**src/rtl/cop_pkg.sv**
```systemverilog
// -----------------------------------------------------------------------------
// cop_pkg
// Shared definitions for the GCD/LCM coprocessor link. The driver on the CPU
// side and the coprocessor itself both import this package so that data width,
// Start latency and opcode encodings cannot drift apart.
//
// Contents:
//   COP_WIDTH    - operand / WriteData / ReadData width
//   COP_LATENCY  - Start-high cycles the coprocessor needs before its result
//   COP_CNT_W    - width of the Start-cycle counter (must hold COP_LATENCY+1)
//   cop_op_t     - opcode encoding carried in the third serialised word
//   cop_state_t  - driver FSM states
//   is_legal_op  - opcode legality check used at request acceptance
// -----------------------------------------------------------------------------
package cop_pkg;

    localparam int COP_WIDTH   = 32;
    localparam int COP_LATENCY = 6;
    localparam int COP_CNT_W   = 4;

    typedef enum logic [1:0] {
        OP_GCD = 2'b00,
        OP_LCM = 2'b01
    } cop_op_t;

    typedef enum logic [2:0] {
        IDLE    = 3'd0,
        SEND_A  = 3'd1,
        SEND_B  = 3'd2,
        SEND_OP = 3'd3,
        WAIT    = 3'd4,
        CAPTURE = 3'd5,
        RESP    = 3'd6
    } cop_state_t;

    // Only the two defined opcodes reach the coprocessor; 10/11 are answered
    // locally with an error response.
    function automatic logic is_legal_op(input logic [1:0] op);
        return (op == OP_GCD) || (op == OP_LCM);
    endfunction

endpackage

```
**src/rtl/cop_driver.sv**
```systemverilog
// -----------------------------------------------------------------------------
// cop_driver
// CPU-side initiator for the GCD/LCM coprocessor. A request (opcode + two
// operands) is taken from the core over a valid/ready handshake, serialised as
// three WriteData words (A, B, opcode) under a continuous Start pulse of
// LATENCY+1 cycles, and the coprocessor's ReadData is captured in the cycle
// after Start falls. The result is offered back to the core over a valid/ready
// response channel. Illegal opcodes are answered immediately with resp_err=1
// and never touch the coprocessor.
//
// Parameters:
//   WIDTH    data width of operands, WriteData, ReadData and result
//   LATENCY  Start-high cycles the coprocessor needs (>= 3)
//   CNT_W    Start-cycle counter width (must hold LATENCY+1)
//
// Ports:
//   clk, rst_n              clock (rising edge), async active-low reset
//   req_valid/req_ready     request handshake from the core
//   req_op, req_a, req_b    opcode and operands
//   resp_valid/resp_ready   response handshake to the core
//   resp_data, resp_err     result and illegal-opcode flag
//   flush                   synchronous abort from the core
//   busy                    transaction in flight (pipeline stall)
//   Start, WriteData        coprocessor command interface
//   ReadData                coprocessor result
//
// All coprocessor/response outputs are registered. They are computed from the
// next state so that they line up with the state they belong to; req_ready and
// busy are plain decodes of the registered state.
// -----------------------------------------------------------------------------
module cop_driver
    import cop_pkg::*;
#(
    parameter int WIDTH   = COP_WIDTH,
    parameter int LATENCY = COP_LATENCY,
    parameter int CNT_W   = COP_CNT_W
) (
    input  logic             clk,
    input  logic             rst_n,
    input  logic             req_valid,
    output logic             req_ready,
    input  logic [1:0]       req_op,
    input  logic [WIDTH-1:0] req_a,
    input  logic [WIDTH-1:0] req_b,
    output logic             resp_valid,
    input  logic             resp_ready,
    output logic [WIDTH-1:0] resp_data,
    output logic             resp_err,
    input  logic             flush,
    output logic             busy,
    output logic             Start,
    output logic [WIDTH-1:0] WriteData,
    input  logic [WIDTH-1:0] ReadData
);

    // -------------------------------------------------------------------------
    // Elaboration-time parameter checks
    // -------------------------------------------------------------------------
    generate
        if (LATENCY < 3) begin : g_bad_latency
            $error("cop_driver: LATENCY must be at least 3 (three words are serialised under Start)");
        end
        if ((LATENCY + 1) >= (1 << CNT_W)) begin : g_bad_cnt_w
            $error("cop_driver: CNT_W too narrow to hold LATENCY+1");
        end
    endgenerate

    // Counter value of the final Start-high cycle.
    localparam logic [CNT_W-1:0] CNT_LAST = CNT_W'(LATENCY + 1);

    // -------------------------------------------------------------------------
    // Declarations
    // -------------------------------------------------------------------------
    cop_state_t       r_state;
    cop_state_t       w_state_next;

    logic [CNT_W-1:0] r_cnt;
    logic [CNT_W-1:0] w_cnt_next;

    logic [1:0]       r_op;
    logic [WIDTH-1:0] r_b;

    logic             r_start;
    logic [WIDTH-1:0] r_wdata;
    logic             r_resp_valid;
    logic [WIDTH-1:0] r_resp_data;
    logic             r_resp_err;

    logic             w_start_next;
    logic [WIDTH-1:0] w_wdata_next;
    logic             w_resp_valid_next;

    logic             w_accept;
    logic             w_legal;

    // -------------------------------------------------------------------------
    // Handshake decode
    // -------------------------------------------------------------------------
    // rst_n is folded in so the core never sees a ready while reset is held,
    // even though the reset state is IDLE.
    assign req_ready = rst_n && (r_state == IDLE) && !flush;
    assign busy      = (r_state != IDLE);
    assign w_accept  = req_valid && req_ready;
    assign w_legal   = is_legal_op(req_op);

    // -------------------------------------------------------------------------
    // FSM: state register
    // -------------------------------------------------------------------------
    always_ff @(posedge clk or negedge rst_n) begin
        if (!rst_n) begin
            r_state <= IDLE;
        end else begin
            r_state <= w_state_next;
        end
    end

    // -------------------------------------------------------------------------
    // FSM: next-state logic
    // -------------------------------------------------------------------------
    always_comb begin
        w_state_next = r_state;
        if (flush) begin
            // Abort wins over everything, including a same-cycle resp_ready.
            // In IDLE this is a no-op because req_ready is already held low.
            w_state_next = IDLE;
        end else begin
            case (r_state)
                IDLE: begin
                    if (w_accept) begin
                        w_state_next = w_legal ? SEND_A : RESP;
                    end
                end
                SEND_A:  w_state_next = SEND_B;
                SEND_B:  w_state_next = SEND_OP;
                SEND_OP: w_state_next = WAIT;
                WAIT: begin
                    if (r_cnt == CNT_LAST) begin
                        w_state_next = CAPTURE;
                    end
                end
                CAPTURE: w_state_next = RESP;
                RESP: begin
                    if (resp_ready) begin
                        w_state_next = IDLE;
                    end
                end
                default: w_state_next = IDLE;
            endcase
        end
    end

    // -------------------------------------------------------------------------
    // FSM: output logic (values to be registered alongside the next state)
    // -------------------------------------------------------------------------
    // r_cnt holds the 1-based index of the current Start-high cycle, so it is
    // 1 in SEND_A and reaches LATENCY+1 in the last WAIT cycle. Any state that
    // does not drive Start clears it.
    always_comb begin
        w_start_next      = 1'b0;
        w_wdata_next      = '0;
        w_cnt_next        = '0;
        w_resp_valid_next = (w_state_next == RESP);
        case (w_state_next)
            SEND_A: begin
                // SEND_A is only entered from IDLE on acceptance, so the
                // operand is taken straight from the request bus; the
                // WriteData register is its latch.
                w_start_next = 1'b1;
                w_wdata_next = req_a;
                w_cnt_next   = CNT_W'(1);
            end
            SEND_B: begin
                w_start_next = 1'b1;
                w_wdata_next = r_b;
                w_cnt_next   = r_cnt + 1'b1;
            end
            SEND_OP: begin
                w_start_next = 1'b1;
                w_wdata_next = WIDTH'(r_op);
                w_cnt_next   = r_cnt + 1'b1;
            end
            WAIT: begin
                w_start_next = 1'b1;
                w_cnt_next   = r_cnt + 1'b1;
            end
            default: begin
                w_start_next = 1'b0;
            end
        endcase
    end

    // -------------------------------------------------------------------------
    // Registered outputs and counter
    // -------------------------------------------------------------------------
    always_ff @(posedge clk or negedge rst_n) begin
        if (!rst_n) begin
            r_start      <= 1'b0;
            r_wdata      <= '0;
            r_cnt        <= '0;
            r_resp_valid <= 1'b0;
        end else begin
            r_start      <= w_start_next;
            r_wdata      <= w_wdata_next;
            r_cnt        <= w_cnt_next;
            r_resp_valid <= w_resp_valid_next;
        end
    end

    // -------------------------------------------------------------------------
    // Request latches
    // -------------------------------------------------------------------------
    always_ff @(posedge clk or negedge rst_n) begin
        if (!rst_n) begin
            r_op <= '0;
            r_b  <= '0;
        end else if (w_accept) begin
            r_op <= req_op;
            r_b  <= req_b;
        end
    end

    // -------------------------------------------------------------------------
    // Response registers
    // -------------------------------------------------------------------------
    // Written only on the two edges that enter RESP, so the pair stays stable
    // for however long the core backpressures. ReadData is sampled only on
    // the CAPTURE edge; a flush in CAPTURE leaves the old response untouched.
    always_ff @(posedge clk or negedge rst_n) begin
        if (!rst_n) begin
            r_resp_data <= '0;
            r_resp_err  <= 1'b0;
        end else if ((r_state == IDLE) && w_accept && !w_legal) begin
            r_resp_data <= '0;
            r_resp_err  <= 1'b1;
        end else if ((r_state == CAPTURE) && (w_state_next == RESP)) begin
            r_resp_data <= ReadData;
            r_resp_err  <= 1'b0;
        end
    end

    assign Start      = r_start;
    assign WriteData  = r_wdata;
    assign resp_valid = r_resp_valid;
    assign resp_data  = r_resp_data;
    assign resp_err   = r_resp_err;

endmodule

```
**config.mk**
```make
export PLATFORM = sky130hd
export DESIGN_NAME = cop_driver
export DESIGN_NICKNAME = d
export VERILOG_FILES = /design/src/rtl/cop_pkg.sv /design/src/rtl/cop_driver.sv
export SDC_FILE = /design/constraint.sdc
export NUM_CORES = 1
export LEC_CHECK = 0
export ABC_AREA = 1
export BUFFER_PORTS_ARGS = -buffer_cell sky130_fd_sc_hd__buf_2
export CAP_MARGIN = 20
export CORE_ASPECT_RATIO = 0.5
export CORE_MARGIN = 2
export CORE_UTILIZATION = 45
export CTS_BUF_LIST = sky130_fd_sc_hd__clkbuf_4 sky130_fd_sc_hd__clkbuf_8 sky130_fd_sc_hd__clkbuf_16
export CTS_CLUSTER_DIAMETER = 60
export DETAILED_ROUTE_END_ITERATION = 16
export PLACE_DENSITY_LB_ADDON = 0.25
export SLEW_MARGIN = 20
export SYNTH_ARGS = -nofsm -noshare
export SYNTH_HDL_FRONTEND = slang
export SYNTH_SLANG_ARGS = --single-unit
export TNS_END_PERCENT = 50
```
**constraint.sdc**
```tcl
create_clock -name clk -period 3.4 [get_ports clk]
set_input_delay 0.68 -clock clk [delete_from_list [all_inputs] [get_ports clk]]
set_output_delay 0.68 -clock clk [all_outputs]
set_load 0.03 [all_outputs]
```
After elaboration in Yosys (flattened, before gate mapping) --
Cells that the tools add are included.
Word-level totals: output and inout bits 69, register bits after elaboration 108, input port bits 103, word-level logic and storage cells 51
Cells by class: multiplexer cells 13, reductions and logical operators 15, add/subtract/negate cells 1, equal/unequal tests 13
Operators by type and width (number):
- $pmux 32 s3 | 1
- $mux 32 | 2
- $pmux 3 s7 | 1
- $eq 3x3->1 const B | 5
- $mux 3 | 5
- $eq 3x2->1 const B | 4
- $pmux 4 s2 | 1
- $eq 3x1->1 const B | 2
- $logic_and 1x1->1 | 6
- $add 4x1->4 const B | 1
- $eq 4x3->1 const B | 1
- $reduce_or 4->1 | 1
- $logic_not 3->1 | 1
- $mux 1 | 3
- $reduce_bool 3->1 | 1
- $reduce_or 3->1 | 1
- $eq 2x1->1 const B | 1
- $logic_not 1->1 | 2
- $logic_not 2->1 | 1
- $reduce_bool 2->1 | 1
- $logic_or 1x1->1 | 1

Logic depth before layout (Yosys ltp) --
Gate-level depths: netlist of run 1.
word-level depth 11, gate-level depth with buffers 11, depth with buffers taken out 10

Worst setup path before layout of run 1 --
No wires, ideal clock.
path kind input to register, start point in flush, end point reg r_resp_err, in the netlist resp_err, setup slack 1.272 ns, stages 11, path buffers 1, library setup time 0.130 ns, arrival 1.998 ns, required time 3.270 ns, path through inv_2 -> nand2_1 -> nor2_4 -> nand3_4 -> nand3_2 -> nand2_2 -> nor2_4 -> nand3_4 -> buf_6 -> nand2_1 -> nand2_1
On the way: word-level cells in the longest chain between the ends 9, elaborated cells between the ends (all ways) 12, classes of those cells 1 x eq/ne; 4 x mux; 7 x reduce/logical
RTL lines:
- start: declaration | RTL line cop_driver.sv:49 | input logic flush,
- $logic_not 1->1 * | RTL line cop_driver.sv:101 | assign req_ready = rst_n && (r_state == IDLE) && !flush;
- $logic_and 1x1->1 * | RTL line cop_driver.sv:101
- net req_ready | RTL line cop_driver.sv:41 | output logic req_ready,
- $logic_and 1x1->1 * | RTL line cop_driver.sv:103 | assign w_accept = req_valid && req_ready;
- $mux 3 | RTL line cop_driver.sv:129 | if (w_accept) begin
- $pmux 3 s7 | RTL line cop_driver.sv:127 | case (r_state)
- $mux 3 | RTL line cop_driver.sv:122 | if (flush) begin
- $eq 3x3->1 | RTL line cop_driver.sv:235 | end else if ((r_state == CAPTURE) && (w_state_next == RESP)) begin
- $logic_and 1x1->1 | RTL line cop_driver.sv:235
- $reduce_bool 2->1 (no line)
- end signal: assignment | RTL line cop_driver.sv:231 | r_resp_err <= 1'b0;
- end signal: assignment | RTL line cop_driver.sv:234 | r_resp_err <= 1'b1;
- end signal: assignment | RTL line cop_driver.sv:237 | r_resp_err <= 1'b0;
- end: declaration | RTL line cop_driver.sv:87 | logic r_resp_err;
Mark *: on every way through the listed nets, which the timed path passes. The rest lies on a longest branch. A chain may end at the register's enable or synchronous reset.

Worst setup path after layout of run 1 --
start point in flush, end point reg r_wdata[4], in the netlist WriteData[4]
On the way: word-level cells in the longest chain between the ends 8, elaborated cells between the ends (all ways) 10, classes of those cells 3 x eq/ne; 4 x mux; 3 x reduce/logical
RTL lines:
- $logic_not 1->1 | RTL line cop_driver.sv:101
- $logic_and 1x1->1 | RTL line cop_driver.sv:101
- $logic_and 1x1->1 | RTL line cop_driver.sv:103
- $mux 3 | RTL line cop_driver.sv:129
- $pmux 3 s7 | RTL line cop_driver.sv:127
- $mux 3 * | RTL line cop_driver.sv:122
- $eq 3x2->1 or $eq 3x1->1 (tied branches) | RTL line cop_driver.sv:163 | case (w_state_next)
- $pmux 32 s3 * | RTL line cop_driver.sv:163
- net w_wdata_next[4] | RTL line cop_driver.sv:90 | logic [WIDTH-1:0] w_wdata_next;
- end signal: assignment | RTL line cop_driver.sv:203 | r_wdata <= w_wdata_next;
- end: declaration | RTL line cop_driver.sv:84 | logic [WIDTH-1:0] r_wdata;
Marks and branches as above.

==> results of run 1 <==
## per-layer routing
layer | vias up | part of all wire, % | GRT usage (%)
met3 | 8 | 5.7 | 5.023
li1 | 1860 | - | -
met5 | - | 0 | 0
met2 | 106 | 49 | 34.60
met4 | 0 | 0.81 | 4.854
met1 | 1730 | 45 | 24.85
## kinds of logic after synthesis
kind of cell	Yosys count	share of synthesized area, %
xor gates and xnor gates	2	0.3951
adders and majority gates	1	0.2821
and+or+nand+nor	333	32.79
buffers and inverters	36	4.402
DFF	108	60.95
AOI/OAI and AO/OA	8	1.185
## cells in the final DEF, fill, tap and decap left out, types with 2 or more instances in the layout
master                       netlist  final
sky130_fd_sc_hd__clkinvlp_4        0      4
sky130_fd_sc_hd__dfrtp_1         108    108
sky130_fd_sc_hd__nor2_2            2      2
sky130_fd_sc_hd__nand2_1         242    242
sky130_fd_sc_hd__nor2_1            6      6
sky130_fd_sc_hd__inv_2             2      2
sky130_fd_sc_hd__a21oi_1           3      3
sky130_fd_sc_hd__nor2_4            3      3
sky130_fd_sc_hd__a21oi_2           2      2
sky130_fd_sc_hd__nand2_2           2      2
sky130_fd_sc_hd__nand3_2           3      3
sky130_fd_sc_hd__buf_2             3    170
sky130_fd_sc_hd__nand3_1          70     70
sky130_fd_sc_hd__clkbuf_16         0      9
sky130_fd_sc_hd__buf_4             3      8
sky130_fd_sc_hd__nand3_4           3      3
sky130_fd_sc_hd__inv_1            10     10
## report_power, final
part | internal (W) | switching [W] | leakage [nW]
combinational | 0.000145 | 0.000268 | 1.85
sequential | 0.00142 | 0.0000703 | 1.45
clock | 0.000504 | 0.000448 | 0.121
total | 0.00207 | 0.000786 | 3.42
## sequential cells by signal (all words and copies together) (netlist names)
register / cells
r_b: 32
WriteData: 32
Start: 1
r_cnt: 4
resp_err: 1
resp_data: 32
r_state: 3
r_op: 2
resp_valid: 1
## critical path: stages
cell and delay, ns:
sky130_fd_sc_hd__buf_2 0.11, sky130_fd_sc_hd__inv_2 0.08, sky130_fd_sc_hd__nand2_1 0.12, sky130_fd_sc_hd__nor2_4 0.07, sky130_fd_sc_hd__nand3_4 0.16, sky130_fd_sc_hd__buf_4 0.28, sky130_fd_sc_hd__nand3_2 0.21, sky130_fd_sc_hd__nor2_4 0.67
sky130_fd_sc_hd__nand2_1 0.10, sky130_fd_sc_hd__nand2_1 0.12
## through the flow
stage,power (W),hold WS (ns)
after CTS,0.002897,0.4642
after detailed placement,0.001937,0.4541
after global placement,0.001922,0.4475
final,0.002859,0.4503
after global routing,0.003017,0.4820
after floorplan,0.001761,0.3844
## layout make-up
| cell class | instances | area (µm²) | area share, % |
|---|---|---|---|
| clock buffers | 10 | 232.7 | 4.130 |
| clock inverters | 5 | 38.79 | 0.6883 |
| multi-input cells | 344 | 1536 | 27.26 |
| repair buffers | 178 | 910.9 | 16.16 |
| inverters | 12 | 45.04 | 0.7993 |
| well taps | 135 | 168.9 | 2.997 |
| flip-flops and latches | 108 | 2703 | 47.96 |
## final timing paths
path | from | endpoint | slack (ns) | cells after the start
min in group clk | r_b[21] | WriteData[21] | 0.47 | 2
max in group asynchronous | rst_n | resp_data[3] | 1.69 | 3
worst min register to register | r_b[21] | WriteData[21] | 0.47 | 2
worst max register to register | r_state[2] | WriteData[4] | 1.10 | 9
worst min-delay path | rst_n | r_b[21] | 0.45 | 2
worst max-delay path | flush | WriteData[4] | 1.04 | 10
==> metrics.md, run 1 <==
| Metric | Value |
|---|---|
| Die Span X | `around 140 µm` |
| Total global routing overflow | `0` |
| Row count | `25` |
| Pins over their slew limit | `0` |
| Minimum period implied by the final worst setup slack | `roughly 2.4 ns` |
| Via count | `about 3700` |
| Number of detailed-route iterations in the first pass | `4` |
| Nets@finish | `approximately 760` |
| Proportion of netlist area held by the largest area contributor | `60.95%` |
| Total of fill cells in the finished design | `approximately 900` |
| Maximum VDD drop | `263.4 µV` |
| CTS Sinks | `around 110` |
| Clock tree root buffer cell | `sky130_fd_sc_hd__clkbuf_16` |
| Worst-case setup slack after placement | `~0.67 ns` |
| Fin. Hold Viols | `0` |
| Post-Synthesis Cell Area | `between 4000 and 5000 µm²` |
| Growth of design area from synthesis to finish | `27.09%` |
| Data arrival time of the critical path | `about 2.6 ns` |
| Outcome | `completed` |
| Number of distinct standard cells referenced by the synthesized netlist | `26` |
| Port-buffer cells | `171` |
| Clock-pin slew of the registers on the worst-case setup and hold paths | `~0.070 ns` |
| Worst Slack Setup Final | `1.039 ns` |
| Post-detailed-placement cell area | `5364 µm²` |
| Hold-fix buffers at CTS | `0` |
| Core ar. | `9509 µm²` |
| Vertical die dimension | `~74 µm` |
| Utilization after layout | `about three fifths` |
| Final wirelength | `roughly 10000 µm` |
| Number of antenna violations at the first check in global routing | `0` |
| Total track usage | `19.64%` |
| Most instantiated cells after synthesis | `sky130_fd_sc_hd__nand2_1, sky130_fd_sc_hd__dfrtp_1, sky130_fd_sc_hd__nand3_1` |
| Starting DRC count in detailed routing | `between 200 and 250` |
| Critical Path Start Type | `input port` |
| Cell leakage power | `about 3.4 nW` |
| Number of cells in the design after placement | `slightly below 800` |
| Layout cell share with drive strength beyond 1 | `about a third` |
| Top Ports | `around 170` |
| Post-route cell area | `between 5000 and 6000 µm²` |
| Pin slew with the least headroom to its limit | `0.8312 ns` |
| WP data required | `3.66 ns` |
| Mapped Cells | `between 400 and 500` |
| Skew-Pair Late Insertion Delay | `0.33 ns` |
| Maximum achievable frequency | `approximately 420 MHz` |
| Count of flip-flops with a built-in enable after synthesis | `0` |
| Post_cts resized | `0` |
| Mean area per synthesized cell | `between 9 and 10 µm²` |
| Total clock buffers created by CTS | `9` |
| H-tree depth reported by CTS | `3` |
| Critical Path End Type | `flip-flop` |
| Vias in the first global route | `3596` |
| Most used standard cell by instance count after synthesis | `sky130_fd_sc_hd__nand2_1` |
| Count of antenna diodes in the layout | `0` |
| Worst rel slew slack | `44.59%` |
| Pin count of the biggest net entering global routing | `67` |
| Setup Skew | `0.008568 ns` |
| HP Class | `in2async` |
| Estimated wirelength of the detail-placed design | `approximately 7000 µm` |
| PD cells | `about 510 nW/µm²` |
| Largest fanout on the critical path | `32` |
| Max clock buf depth | `2` |
| Average wire length per cell after detail routing | `13.01 µm` |
| Most used flip-flop cell after synthesis | `sky130_fd_sc_hd__dfrtp_1` |
| MaxCap Viol Count | `0` |
| Unrepaired setup endpoints after global routing | `false` |
| Die Outline Area | `between 10000 and 15000 µm²` |
| CTS tree | `built` |
| Largest area contributor in the synthesized netlist | `sky130_fd_sc_hd__dfrtp_1` |
| Synth area leaders | `sky130_fd_sc_hd__dfrtp_1, sky130_fd_sc_hd__nand2_1, sky130_fd_sc_hd__nand3_1, sky130_fd_sc_hd__buf_6, sky130_fd_sc_hd__nand3_4` |
| Mapped Nets | `592` |
| Routed via count divided by cell count | `4.677` |
| Initial Util | `between 40% and 50%` |
| Post-route DRC violation count | `0` |
| Async set or reset register ratio after synthesis | `between 90% and 100%` |
| Number of nets still failing antenna checks after routing | `0` |
| First-pass GRT wire length | `16450 µm` |
| Count of state elements after synthesis | `108` |
| Number of warning messages in the yosys log | `0` |
| Sequential area share after synthesis | `60.95%` |
| Post-CTS setup buffer count | `0` |
| Setup violators final | `0` |
| Post-route setup TNS | `0 ns` |
| Setup CP Type | `in2reg` |
| Non-filler cells in the finished layout | `792` |
| Tcrit/Tclk final | `a little over two thirds` |
| Final Wtd Congestion | `roughly 0.76` |
(Power assumes the default switching activity.)
==> run 2, diff against run 1 <==
Clock period 3.4 ns to 2.4 ns, I/O delays scaled along.
==> run 2 against run 1 <==
Net effect:
- critical path depth did not move
- final cell count rose by 0.38%
- register-to-register slack got worse by 0.69 ns
- combinational power rose by 43%
- global-route usage fell by 0.11 points
- cell area rose by 0.84%
- first-iteration DRC count fell by 36%
- sequential share of layout area fell by 0.40 points
- non-clock buffer count rose by 2
- via count fell by 1.4%
- critical endpoint is now resp_data[3]
- highest routed layer unchanged
==> metrics.md, run 2 (same netlist as run 1, synthesis figures left out) <==
| Metric | Value |
|---|---|
| Outcome | `completed (unchanged)` |
| Final wirelength | `10180 µm (was 10300 µm)` |
| HP Class | `in2async (unchanged)` |
| Setup Skew | `0.007431 ns (was 0.008568 ns)` |
| Total track usage | `19.53% (was 19.64%)` |
| Setup slack on the worst flop-to-flop path | `0.41 ns (was 1.10 ns)` |
| Tcrit/Tclk final | `between 80 and 90%` |
| Pins over their slew limit | `0 (unchanged)` |
| Met3 track utilization from global routing | `5.151% (was 5.023%)` |
| Estimated wirelength of the detail-placed design | `6924 µm (was 7037 µm)` |
| Hold-fix buffers at CTS | `0 (unchanged)` |
| Largest fanout on the critical path | `33 (was 32)` |
| Int Pwr | `0.002962 W (was 0.002073 W)` |
| Cell-by-cell trace of the critical path | `ha_1 -> nand3_1 -> nor2_1 -> nor2_1 -> nand2_1 -> nand2_1 -> nand3_4 -> nor2_8 -> nand3_1 -> nand2_1 (was buf_2 -> inv_2 -> nand2_1 -> nor2_4 -> nand3_4 -> buf_4 -> nand3_2 -> nor2_4 -> nand2_1 -> nand2_1)` |
| Worst rel slew slack | `62.67% (was 44.59%)` |
| Critical Path Start Type | `flip-flop (was input port)` |
| Starting DRC count in detailed routing | `143 (was 225)` |
| Number of antenna violations at the first check in global routing | `0 (unchanged)` |
| Total global routing overflow | `0 (unchanged)` |
| Maximum achievable frequency | `slightly above 500 MHz` |
| Sequential power share | `51.8% (was 52.3%)` |
| H-tree depth reported by CTS | `3 (unchanged)` |
| Growth of design area from synthesis to finish | `28.16% (was 27.09%)` |
| Minimum period implied by the final worst setup slack | `1.990 ns` |
| Pin slew with the least headroom to its limit | `0.5599 ns (was 0.8312 ns)` |
| Number of detailed-route iterations in the first pass | `4 (unchanged)` |
| Die Span X | `144.4 µm (unchanged)` |
| Cell leakage power | `3.437 nW (was 3.415 nW)` |
| Skew-Pair Late Insertion Delay | `0.33 ns (about the same)` |
| Top Ports | `172 (unchanged)` |
| Initial Util | `46.63% (unchanged)` |
| Largest stage delay on the critical path | `0.40 ns (was 0.67 ns)` |
| Net switching power | `0.001118 W (was 0.0007862 W)` |
| Highest-delay cell along the critical path | `sky130_fd_sc_hd__dfrtp_1 (was sky130_fd_sc_hd__nor2_4)` |
| Critical Path End Type | `flip-flop (unchanged)` |
| Worst-case setup slack after placement | `0.2613 ns (was 0.6744 ns)` |
| WP data required | `2.67 ns (was 3.66 ns)` |
| Vertical die dimension | `74.19 µm (unchanged)` |
| Setup violators final | `0 (unchanged)` |
| Share of total power in combinational logic | `14.5% (was 14.4%)` |
| Row count | `25 (unchanged)` |
| Port-buffer cells | `171 (unchanged)` |
| Most frequent cells in the layout | `sky130_fd_sc_hd__nand2_1, sky130_fd_sc_hd__buf_2, sky130_fd_sc_hd__dfrtp_1 (unchanged)` |
| MaxCap Viol Count | `0 (unchanged)` |
| Setup CP Type | `reg2reg (was in2reg)` |
| Total clock buffers created by CTS | `9 (unchanged)` |
| Via count | `3653 (was 3704)` |
| CP Buf/Inv Count | `0 (was 3)` |
| Critical path's most frequent cell | `sky130_fd_sc_hd__nand2_1 (unchanged)` |
| Post-route DRC violation count | `0 (unchanged)` |
| Clock share of power | `33.7% (was 33.3%)` |
| Unrepaired setup endpoints after global routing | `false (unchanged)` |
| Sw Ratio | `27.41% (was 27.50%)` |
| Pin count of the biggest net entering global routing | `109 (was 67)` |
| Post_cts resized | `0 (unchanged)` |
| Worst Slack Setup Final | `0.4105 ns (was 1.039 ns)` |
| Post-CTS setup buffer count | `0 (unchanged)` |
| Met2 demand-to-capacity share in global routing | `33.91% (was 34.60%)` |
| CP top delay family | `simple AND/OR/NAND/NOR gates (unchanged)` |
| Max clock buf depth | `2 (unchanged)` |
| Average wire length per cell after detail routing | `12.81 µm (was 13.01 µm)` |
| Core ar. | `9509 µm² (unchanged)` |
| Most common cell after layout, fill and taps aside | `sky130_fd_sc_hd__nand2_1 (unchanged)` |
| Clock-pin slew of the registers on the worst-case setup and hold paths | `0.07 ns (about the same)` |
| Die Outline Area | `10710 µm² (unchanged)` |
| Data arrival time of the critical path | `2.26 ns (was 2.62 ns)` |
| Busiest metal layer after global routing | `met2 (unchanged)` |
| CTS tree | `built (unchanged)` |
| Post-route setup TNS | `0 ns (unchanged)` |
| First-pass GRT wire length | `16410 µm (was 16450 µm)` |
| Maximum VDD drop | `406.6 µV (was 263.4 µV)` |
| CTS Sinks | `108 (unchanged)` |
| Total of fill cells in the finished design | `893 (was 897)` |
| Routed via count divided by cell count | `4.595 (was 4.677)` |
| Fin. Hold Viols | `0 (unchanged)` |
| Vias in the first global route | `3500 (was 3596)` |
| Nets@finish | `759 (was 757)` |
| Count of antenna diodes in the layout | `0 (unchanged)` |
| Number of nets still failing antenna checks after routing | `0 (unchanged)` |
| Clock tree root buffer cell | `sky130_fd_sc_hd__clkbuf_16 (unchanged)` |
| Met1 routing resource usage after global routing | `24.98% (was 24.85%)` |
| PD cells | `718.0 nW/µm² (was 507.3 nW/µm²)` |
| Final Wtd Congestion | `0.7491 (was 0.7586)` |
| Layout cell share with drive strength beyond 1 | `32.58% (was 32.27%)` |
run 2: cell count changes in the layout (fill, tap and decap cells not counted), sizes merged:
cell    before  now
clkinv       0    1
inv         13   12
clkbuf      10   11
buf        178  180
run 2: power groups by stage:
stage                     clock [W]  combinational, W  sequential, W
final                       0.00138          0.000591        0.00211
after global routing        0.00149          0.000671        0.00214
after CTS                   0.00141          0.000603        0.00211
after detailed placement          0          0.000602        0.00214
after global placement            0          0.000591        0.00214
after floorplan                   0          0.000276        0.00222
run 2: metrics by stage:
stage | instance area [µm²] | hold slack [ns] | total power [W] | utilization [%] | instances
6_report | 5683 | 0.2624 | 0.004080 | 59.76 | 795
5_1_grt | 5683 | 0.3039 | 0.004301 | 59.76 | 795
4_1_cts | 5683 | 0.2887 | 0.004131 | 59.76 | 795
3_5_place_dp | 5404 | 0.4565 | 0.002747 | 56.83 | 779
3_3_place_gp | 5404 | 0.4484 | 0.002732 | 56.83 | 779
2_1_floorplan | 4434 | 0.1844 | 0.002495 | - | 488
run 2: routing by layer:
layer / share of wire (%) / routed length [µm]
met5: 0 / 0
met4: 0.76 / 77
met3: 6.8 / 689
met2: 48 / 4932
met1: 44 / 4484
run 2: layout make-up:
| type | instances | area [µm²] | area share (%) |
|---|---|---|---|
| Clock inverter | 5 | 38.79 | 0.6825 |
| Timing Repair Buffer | 180 | 950.9 | 16.73 |
| Sequential cell | 108 | 2703 | 47.56 |
| Clock buffer | 11 | 240.2 | 4.227 |
| Tap cell | 135 | 168.9 | 2.972 |
| Inverter | 12 | 45.04 | 0.7926 |
| Multi-Input combinational cell | 344 | 1536 | 27.04 |
run 2: final timing paths:
path                                start             to  cells after the start
worst max-delay path             r_cnt[0]   resp_data[3]                     10
worst max register to register   r_cnt[0]   resp_data[3]                     10
worst min register to register    r_b[28]  WriteData[28]                      2
min in group clk                req_b[16]        r_b[16]                      3
max in group asynchronous           rst_n   resp_data[5]                      2
worst min-delay path                rst_n  WriteData[21]                      2
==> run 3, diff against run 2 <==
Settings changed: CORE_UTILIZATION 45 to 44.
Clock period 2.4 ns to 1.68 ns, I/O delays scaled along.
==> run 3 against run 2 <==
Net effect:
- clock power rose by 64%
- combinational power rose by 76%
- clock skew rose by 0.0032 ns
- final cell count rose by 4.9%
- core utilization rose by 5.2 points
- critical endpoint is now r_cnt[0]
- count of clock-buffer cells in the layout did not move
- hold slack got worse by 0.085 ns
- highest routed layer unchanged
- the flow now finishes with violations (setup timing)
- sequential power rose by 45%
==> metrics.md, run 3 (same netlist as run 1, synthesis figures left out) <==
| Metric | Value |
|---|---|
| Clock share of power | `35.7% (was 33.7%)` |
| Total clock buffers created by CTS | `9 (unchanged)` |
| Minimum period implied by the final worst setup slack | `1.775 ns (was 1.990 ns)` |
| Number of detailed-route iterations in the first pass | `4 (unchanged)` |
| Top Ports | `172 (unchanged)` |
| Die Outline Area | `10950 µm² (was 10710 µm²)` |
| Cell leakage power | `3.729 nW (was 3.437 nW)` |
| Worst Slack Setup Final | `-0.09533 ns (was 0.4105 ns)` |
| Core ar. | `9603 µm² (was 9509 µm²)` |
| Tcrit/Tclk final | `105.7% (was 82.90%)` |
| H-tree depth reported by CTS | `3 (unchanged)` |
| Share of total power in combinational logic | `16.4% (was 14.5%)` |
| Pin slew with the least headroom to its limit | `0.8109 ns (was 0.5599 ns)` |
| Final wirelength | `11820 µm (was 10180 µm)` |
| Setup violators final | `71 (was 0)` |
| Routed via count divided by cell count | `4.779 (was 4.595)` |
| Setup Skew | `0.01061 ns (was 0.007431 ns)` |
| PD cells | `1018 nW/µm² (was 718.0 nW/µm²)` |
| Maximum achievable frequency | `563.3 MHz (was 502.6 MHz)` |
| Failing checks | `setup timing` |
| Fin. Hold Viols | `0 (unchanged)` |
| Most common cell after layout, fill and taps aside | `sky130_fd_sc_hd__nand2_1 (unchanged)` |
| Most frequent cells in the layout | `sky130_fd_sc_hd__nand2_1, sky130_fd_sc_hd__buf_2, sky130_fd_sc_hd__dfrtp_1 (unchanged)` |
| Hold-fix buffers at CTS | `0 (unchanged)` |
| Non-filler cells in the finished layout | `834 (was 795)` |
| Total global routing overflow | `0 (unchanged)` |
| Sw Ratio | `26.75% (was 27.41%)` |
| Largest fanout on the critical path | `4 (was 33)` |
| Number of antenna violations at the first check in global routing | `0 (unchanged)` |
| Post-route DRC violation count | `0 (unchanged)` |
| Total of fill cells in the finished design | `774 (was 893)` |
| Overall power of the completed layout | `0.006354 W (was 0.004080 W)` |
| Int Pwr | `0.004654 W (was 0.002962 W)` |
| HP Class | `in2async (unchanged)` |
| Count of antenna diodes in the layout | `0 (unchanged)` |
| Data arrival time of the critical path | `2.03 ns (was 2.26 ns)` |
| Average wire length per cell after detail routing | `14.18 µm (was 12.81 µm)` |
| Worst rel slew slack | `45.94% (was 62.67%)` |
| Maximum VDD drop | `508.6 µV (was 406.6 µV)` |
| Layout cell share with drive strength beyond 1 | `39.06% (was 32.58%)` |
| Setup CP Type | `reg2reg (unchanged)` |
| Number of cells in the design after placement | `795 (was 779)` |
| Number of nets still failing antenna checks after routing | `0 (unchanged)` |
| Area occupied by multi-input gates | `1669 µm² (was 1536 µm²)` |
| Sequential cell area | `2705 µm² (was 2703 µm²)` |
| Clock-pin slew of the registers on the worst-case setup and hold paths | `0.07 ns (about the same)` |
| Final Wtd Congestion | `0.8020 (was 0.7491)` |
| WP data required | `1.94 ns (was 2.67 ns)` |
| Vertical die dimension | `74.99 µm (was 74.19 µm)` |
| Pin count of the biggest net entering global routing | `65 (was 109)` |
| Via count | `3986 (was 3653)` |
| Vias in the first global route | `3816 (was 3500)` |
| Net switching power | `0.001700 W (was 0.001118 W)` |
| First-pass GRT wire length | `18420 µm (was 16410 µm)` |
| Growth of design area from synthesis to finish | `40.77% (was 28.16%)` |
| MaxCap Viol Count | `0 (unchanged)` |
| Estimated wirelength of the detail-placed design | `7523 µm (was 6924 µm)` |
| Die Span X | `146.0 µm (was 144.4 µm)` |
| Sequential power share | `47.9% (was 51.8%)` |
| Skew-Pair Late Insertion Delay | `0.35 ns (was 0.33 ns)` |
| CTS tree | `built (unchanged)` |
| Port-buffer cells | `171 (unchanged)` |
| Starting DRC count in detailed routing | `205 (was 143)` |
| Pins over their slew limit | `0 (unchanged)` |
| Total track usage | `21.64% (was 19.53%)` |
| Outcome | `complete, but fails checks (was completed)` |
| Critical Path End Type | `flip-flop (unchanged)` |
| CTS Sinks | `108 (unchanged)` |
| Initial Util | `46.18% (was 46.63%)` |
| Nets@finish | `798 (was 759)` |
| Clock tree root buffer cell | `sky130_fd_sc_hd__clkbuf_16 (unchanged)` |
| Critical Path Start Type | `flip-flop (unchanged)` |
| Max clock buf depth | `2 (unchanged)` |
| Row count | `25 (unchanged)` |
| Unrepaired setup endpoints after global routing | `true (was false)` |
-- run 3: cell types whose count changed in the layout (fill, tap and decap cells not counted), sizes merged --
cell	delta
nor2	+3
bufinv	+2
clkbuf	+1
clkinvlp	-3
inv	+1
buf	+35
-- run 3: power by group through the flow --
stage / logic, W / clock network (W) / registers (W)
finish: 0.00104 / 0.00227 / 0.00305
global placement: 0.000878 / 0 / 0.00307
floorplan: 0.000404 / 0 / 0.00317
detailed placement: 0.000898 / 0 / 0.00307
global route: 0.00116 / 0.00243 / 0.00308
CTS: 0.00103 / 0.00232 / 0.00304
-- run 3: timing repair --
item / in CTS / in global routing
gates cloned: 4 / 2
gates resized for setup: 28 / 9
pin swaps: 19 / 3
setup endpoints to repair: 72 / 73
buffers inserted: 12 / 5
-- run 3: critical path, stage by stage, from the launching register on --
cell,delay [ns]
sky130_fd_sc_hd__dfrtp_2,0.44
sky130_fd_sc_hd__nor2_4,0.14
sky130_fd_sc_hd__nand2_4,0.07
sky130_fd_sc_hd__nor2_4,0.13
sky130_fd_sc_hd__nand3_2,0.14
sky130_fd_sc_hd__nand2_1,0.11
sky130_fd_sc_hd__nand2_2,0.08
sky130_fd_sc_hd__buf_4,0.13
sky130_fd_sc_hd__buf_4,0.14
sky130_fd_sc_hd__nand2_1,0.06
sky130_fd_sc_hd__nand2_1,0.08
sky130_fd_sc_hd__a22oi_1,0.17
-- run 3: final cells by class --
type                       instances  area share, %
clock buffer                      11          3.848
clock inverter                     5          1.363
inverter                          12         0.7216
multi-input combinational        347          26.74
sequential                       108          43.34
tap                              135          2.706
timing repair buffer             216          21.29
-- run 3: routing by layer --
layer / wire length, µm / GRT usage (%)
met1: 5086 / 28.87
met2: 5809 / 35.59
met3: 721 / 5.515
met4: 205 / 7.551
met5: 0 / 0
-- run 3: metrics by stage --
| stage | hold WS (ns) | worst slack [ns] | TNS [ns] | instance area (µm²) | utilization (%) |
|---|---|---|---|---|---|
| after floorplan | 0.04041 | -0.2031 | -12.82 | 4452 | - |
| after global placement | 0.4460 | -0.3990 | -19.97 | 5554 | 57.84 |
| after detailed placement | 0.4529 | -0.4603 | -21.86 | 5554 | 57.84 |
| after CTS | 0.1752 | -0.08877 | -3.688 | 6161 | 64.16 |
| after global routing | 0.1855 | -0.2065 | -11.05 | 6242 | 65.00 |
| final | 0.1773 | -0.09533 | -4.346 | 6242 | 65.00 |
-- run 3: worst paths after layout --
path,start,to,slack [ns],depth (start not counted)
worst max-delay path,r_state[1],r_cnt[0],-0.1,11
worst min-delay path,rst_n,resp_data[25],0.18,3
worst max register to register,r_state[1],r_cnt[0],-0.1,11
worst min register to register,r_b[16],WriteData[16],0.47,2
max in group asynchronous,rst_n,r_state[1],0.82,3
min in group clk,req_b[10],r_b[10],0.18,3
